==> config.mk <==
export PLATFORM = sky130hd
export DESIGN_NAME = req_apb_bridge
export DESIGN_NICKNAME = d
export VERILOG_FILES = /design/src/rtl/req_apb_bridge.sv
export SDC_FILE = /design/constraint.sdc
export NUM_CORES = 1
export LEC_CHECK = 0
export ABC_CLOCK_PERIOD_IN_PS = 2100
export BUFFER_PORTS_ARGS = -buffer_cell sky130_fd_sc_hd__buf_2
export CAP_MARGIN = 10
export CORE_MARGIN = 8
export CORE_UTILIZATION = 45
export CTS_CLUSTER_DIAMETER = 50
export DETAILED_ROUTE_END_ITERATION = 10
export GPL_ROUTABILITY_DRIVEN = 0
export GPL_TIMING_DRIVEN = 0
export PLACE_DENSITY_LB_ADDON = 0.2
export SYNTH_ARGS = -nofsm -noshare
export SYNTH_HDL_FRONTEND = slang
export SYNTH_SLANG_ARGS = --single-unit
==> constraint.sdc <==
create_clock -name PCLK -period 2.1 [get_ports PCLK]
set_input_delay 0.105 -clock PCLK [delete_from_list [all_inputs] [get_ports PCLK]]
set_output_delay 0.105 -clock PCLK [all_outputs]
set_load 0.02 [all_outputs]
==> src/rtl/req_apb_bridge.sv <==
// Crossbar slave-port to APB3 bridge: one APB transfer per level-request beat,
// with a PREADY timeout that turns a hung peripheral into an error acknowledge.
module req_apb_bridge #(
    parameter int unsigned ADDR_W   = 16,
    parameter int unsigned TIMEOUT  = 64,
    parameter logic [31:0] ERR_DATA = 32'hDEAD_BEEF
) (
    input  logic              PCLK,
    input  logic              PRESETN,
    input  logic              s_req,
    input  logic              s_cmd,
    input  logic [31:0]       s_addr,
    input  logic [31:0]       s_wdata,
    output logic              s_ack,
    output logic [31:0]       s_rdata,
    output logic              s_err,
    output logic [ADDR_W-1:0] PADDR,
    output logic              PSEL,
    output logic              PENABLE,
    output logic              PWRITE,
    output logic [31:0]       PWDATA,
    input  logic [31:0]       PRDATA,
    input  logic              PREADY,
    input  logic              PSLVERR
);

    localparam int unsigned CNT_W = (TIMEOUT > 0) ? $clog2(TIMEOUT + 1) : 1;

    typedef enum logic [2:0] {StIdle, StSetup, StAccess, StAck, StTurn} state_t;

    state_t             state_q, state_d;
    logic [CNT_W-1:0]   cnt_q, cnt_d;
    logic               psel_d, penable_d, ack_d, err_d, pwrite_d;
    logic [ADDR_W-1:0]  paddr_d;
    logic [31:0]        pwdata_d, rdata_d;

    // Only the low ADDR_W address bits reach the peripheral.
    logic unused_addr;
    assign unused_addr = ^{1'b0, s_addr};

    // Outputs are registered, so each is computed from the state being entered.
    always_comb begin
        state_d   = state_q;
        cnt_d     = cnt_q;
        psel_d    = 1'b0;
        penable_d = 1'b0;
        ack_d     = 1'b0;
        err_d     = 1'b0;
        paddr_d   = PADDR;
        pwrite_d  = PWRITE;
        pwdata_d  = PWDATA;
        rdata_d   = s_rdata;
        unique case (state_q)
            StIdle: begin
                if (s_req) begin
                    state_d  = StSetup;
                    psel_d   = 1'b1;
                    pwrite_d = s_cmd;
                    paddr_d  = s_addr[ADDR_W-1:0];
                    pwdata_d = s_wdata;
                end
            end
            StSetup: begin
                state_d   = StAccess;
                psel_d    = 1'b1;
                penable_d = 1'b1;
                cnt_d     = '0;
            end
            StAccess: begin
                psel_d    = 1'b1;
                penable_d = 1'b1;
                // PREADY takes priority over an expiring timeout.
                if (PREADY) begin
                    state_d   = StAck;
                    psel_d    = 1'b0;
                    penable_d = 1'b0;
                    ack_d     = 1'b1;
                    err_d     = PSLVERR;
                    if (!PWRITE) rdata_d = PRDATA;
                end else if (TIMEOUT != 0 && cnt_q == CNT_W'(TIMEOUT)) begin
                    state_d   = StAck;
                    psel_d    = 1'b0;
                    penable_d = 1'b0;
                    ack_d     = 1'b1;
                    err_d     = 1'b1;
                    if (!PWRITE) rdata_d = ERR_DATA;
                end else if (TIMEOUT != 0) begin
                    cnt_d = cnt_q + CNT_W'(1);
                end
            end
            StAck:   state_d = StTurn;
            StTurn:  state_d = StIdle;
            default: state_d = StIdle;
        endcase
    end

    always_ff @(posedge PCLK or negedge PRESETN) begin
        if (!PRESETN) begin
            state_q <= StIdle;
            cnt_q   <= '0;
            PSEL    <= 1'b0;
            PENABLE <= 1'b0;
            s_ack   <= 1'b0;
            s_err   <= 1'b0;
            PADDR   <= '0;
            PWRITE  <= 1'b0;
            PWDATA  <= '0;
            s_rdata <= '0;
        end else begin
            state_q <= state_d;
            cnt_q   <= cnt_d;
            PSEL    <= psel_d;
            PENABLE <= penable_d;
            s_ack   <= ack_d;
            s_err   <= err_d;
            PADDR   <= paddr_d;
            PWRITE  <= pwrite_d;
            PWDATA  <= pwdata_d;
            s_rdata <= rdata_d;
        end
    end

endmodule

==> results.py <==
metrics = {
    "run_status": {
        "status": "finished clean",
    },
    "synthesis": {
        "synthXorXnorAreaFrac_pct": 0,
        "synth-simple-area-share_pct": 4.64,
        "muxShareOfSynthArea_pct": 15.7,
        "yosys.area_share.adder_pct": 0.687,
        "syn_area_mm2": 0.00364,
        "ys_seq_area_share_pct": 65.3,
        "ys_ff_latch": 95,
        "synth_top_family_by_area": "multiplexers",
        "avgSynthCellArea_um2": 15.2,
        "syn-num-nets": 344,
        "postSynthCellCount": 240,
        "ys_types": 30,
        "yosysWarnings": 0,
        "synth_compound_area_share_pct": 11.2,
    },
    "worst_setup_path": {
        "path_buf_inv": 2,
        "cp_cell_sequence": "buf_6 -> nor4b_2 -> buf_2 -> mux2_2",
        "crit_fanout": 10,
        "crit_arrival_ps": 2120,
        "crit_required_ps": 2330,
        "critPathTopFamily": "simple AND/OR/NAND/NOR gates",
        "path_class": "reg -> reg",
        "startpoint_type": "flop",
        "max_stage_delay_ps": 530,
        "cp-end-kind": "flop",
        "critPathSlowestCell": "nor4b_2",
    },
    "clocking": {
        "insertion_delay_ps": 350,
        "htree_levels": 3,
        "cts.sinks": 95,
        "post_cts_buffers": 0,
        "clk_path_buf_depth": 2,
        "cts_tree": "built",
        "numCtsBuffers": 9,
        "clk_pin_slew_worst_paths_ps": 90,
        "root_buffer": "clkbuf_8",
    },
    "floorplanning": {
        "dieArea_mm2": 0.0112,
        "initial_core_util_pct": 45.5,
        "die_h_um": 106,
        "die_w_um": 106,
        "placementRows": 33,
        "ioPinCount": 187,
        "core_mm2": 0.00801,
    },
    "power": {
        "p_int_uw": 4860,
        "comb_power_share_pct": 46.3,
        "switchingPower_uw": 3220,
        "p_leak_uw": 0.00274,
        "ir_drop_v": 0.000767,
        "pwr_density_cell_mw_per_mm2": 1420,
        "clock_power_share_pct": 14.6,
        "power_frac_seq_pct": 39.1,
        "switching_share_pct": 39.9,
    },
    "timing": {
        "fin_crit_sh_pct": 90.1,
        "finalSetupTns_ps": 0,
        "rsz0062_at_grt": "no",
        "max_freq_mhz": 529,
        "slew_violations": 0,
        "relSlewSlack_pct": 62.0,
        "hold_viol": 0,
        "finalClockSkew_ps": 10.7,
        "setup_viol": 0,
        "tightest_slew_ps": 570,
        "post-route-min-period_ps": 1890,
        "worst_slack_ps": 208,
    },
    "final_layout": {
        "layout-drive-gt1-share_pct": 49.4,
        "area_delta_synth_final_pct": 56.2,
        "nets": 609,
        "finalNonFillerCells": 615,
        "utilization_pct": 71.0,
        "design_area_mm2": 0.00569,
        "diodes": 0,
    },
    "place": {
        "place_area_mm2": 0.00465,
        "dpl.cell_count": 516,
        "dp_hpwl_mm": 6.72,
        "place_ws_ps": 153,
        "io_buffers": 170,
    },
    "global_routing": {
        "grtUsageTotal_pct": 18.1,
        "grt_max_degree": 53,
        "grt_pass1_vias": 3296,
        "grt_first_pass_wirelength_mm": 16.5,
        "grt-ovfl-total": 0,
        "antenna_found_initial": 0,
    },
    "detailed_routing": {
        "drc": 0,
        "dr.pass1.iters": 4,
        "ant_nets": 0,
        "drt_wl_total_mm": 10.1,
        "vias": 2963,
        "vias_per_cell": 4.82,
        "dr.first_iter.drc_count": 68,
        "wire_per_inst_um": 16.5,
    },
    "min_path": {
        "hold_class": "in -> reg",
    },
    "flow_run": {
        "cap_violations": 0,
    },
}
==> layer usage <==
metal | wire length (um) | vias to the layer above | GRT usage, %
met5 | 0 | - | 0
met4 | 179 | 0 | 7.04
met3 | 1120 | 13 | 7.92
met2 | 4740 | 127 | 29.0
met1 | 4100 | 1417 | 21.1
li1 | - | 1406 | -
==> worst register-to-register path, stage by stage (launching register included) <==
cell and delay, ps:
dfrtp_1 380, buf_6 130, nor4b_2 530, buf_2 370, mux2_2 370
==> power groups by stage <==
stage / Combinational [uW] / Clock (uW) / Sequential, uW
finish: 3740 / 1180 / 3160
global route: 4020 / 1290 / 3280
CTS: 3760 / 1230 / 3140
detailed placement: 3640 / 0 / 3170
global placement: 3580 / 0 / 3130
floorplan: 1320 / 0 / 4180
==> state kept, by name (all words and copies together), names as in the netlist <==
signal,count
cnt_q,7
PWDATA,32
PENABLE,1
s_rdata,32
state_q,3
s_ack,1
PADDR,16
s_err,1
PSEL,1
PWRITE,1
==> worst paths after layout <==
| path | startpoint | to | slack [ps] | cells past startpoint |
|---|---|---|---|---|
| setup / recovery | state_q[2]$_DFFE_PN0P_ | PADDR[11]$_DFFE_PN0P_ | 210 | 4 |
| hold / removal | PREADY | s_err$_DFF_PN0_ | 40 | 2 |
| setup reg to reg | state_q[2]$_DFFE_PN0P_ | PADDR[11]$_DFFE_PN0P_ | 210 | 4 |
| hold reg to reg | s_rdata[23]$_DFFE_PN0P_ | s_rdata[23]$_DFFE_PN0P_ | 490 | 1 |
| max in group asynchronous | PRESETN | state_q[1]$_DFFE_PN0P_ | 1160 | 3 |
| min in group asynchronous | PRESETN | s_rdata[7]$_DFFE_PN0P_ | 300 | 2 |
==> area by class of cell <==
class | count | area, um2
buffer | 13 | 76.3
clock buffer | 10 | 128
clock inverter | 6 | 70.1
fill | 564 | 2320
inverter | 4 | 15.0
multi-input combinational | 128 | 1180
sequential | 95 | 2380
tap | 105 | 131
timing repair buffer | 254 | 1710
==> synthesized netlist by cell type <==
master | number | area [um2]
dfrtp_1 | 95 | 2380
mux2_2 | 46 | 518
o22a_1 | 24 | 210
buf_2 | 10 | 50.1
a22o_1 | 8 | 70.1
a21oi_1 | 6 | 30.0
a31oi_1 | 5 | 31.3
nand2b_1 | 5 | 31.3
inv_1 | 4 | 15.0
nand2_1 | 4 | 15.0
mux2_1 | 3 | 33.8
nor2_1 | 3 | 11.3
o21a_1 | 3 | 22.5
a41oi_1 | 2 | 17.5
and2_1 | 2 | 12.5
and3_1 | 2 | 12.5
buf_6 | 2 | 22.5
ha_1 | 2 | 25.0
mux2i_1 | 2 | 20.0
nand3_1 | 2 | 10.0
a211o_1 | 1 | 8.76
clkbuf_1 | 1 | 3.75
nand2_2 | 1 | 6.26
nor2_4 | 1 | 11.3
nor3_4 | 1 | 16.3
nor4_2 | 1 | 12.5
nor4b_2 | 1 | 15.0
o21ai_4 | 1 | 16.3
or2_2 | 1 | 6.26
or3b_1 | 1 | 8.76
==> repair_timing <==
| item | in CTS | in global routing |
|---|---|---|
| endpoints found under the setup margin | 0 | 1 |
| hold endpoints to repair | 125 | 0 |
| hold buffers | 83 | 0 |
| gates resized for setup | 0 | 1 |
==> placed cells by master (no fill, tap or decap), types with 4 or more instances in the layout <==
| cell | netlist | routed |
|---|---|---|
| buf_2 | 10 | 179 |
| dfrtp_1 | 95 | 95 |
| dlygate4sd3_1 | 0 | 83 |
| mux2_2 | 46 | 46 |
| o22a_1 | 24 | 24 |
| clkbuf_8 | 0 | 9 |
| a22o_1 | 8 | 8 |
| nand2b_1 | 5 | 5 |
| a21oi_1 | 6 | 5 |
| a31oi_1 | 5 | 5 |
| inv_1 | 4 | 4 |
| nand2_1 | 4 | 4 |
==> kinds of logic after synthesis <==
family,count (synthesis)
DFF,95
muxes,51
adders and majority gates,2
AOI/OAI and AO/OA,50
and+or+nand+nor,25
buffers and inverters,17
==> metrics by stage <==
| step | hold slack (ps) | total power, uW |
|---|---|---|
| floorplan | -191 | 5500 |
| global placement | 321 | 6710 |
| detailed placement | 140 | 6820 |
| CTS | 20.6 | 8140 |
| global route | 38.9 | 8590 |
| finish | 41.4 | 8090 |
Note: power is estimated with default switching activity, not from simulation.
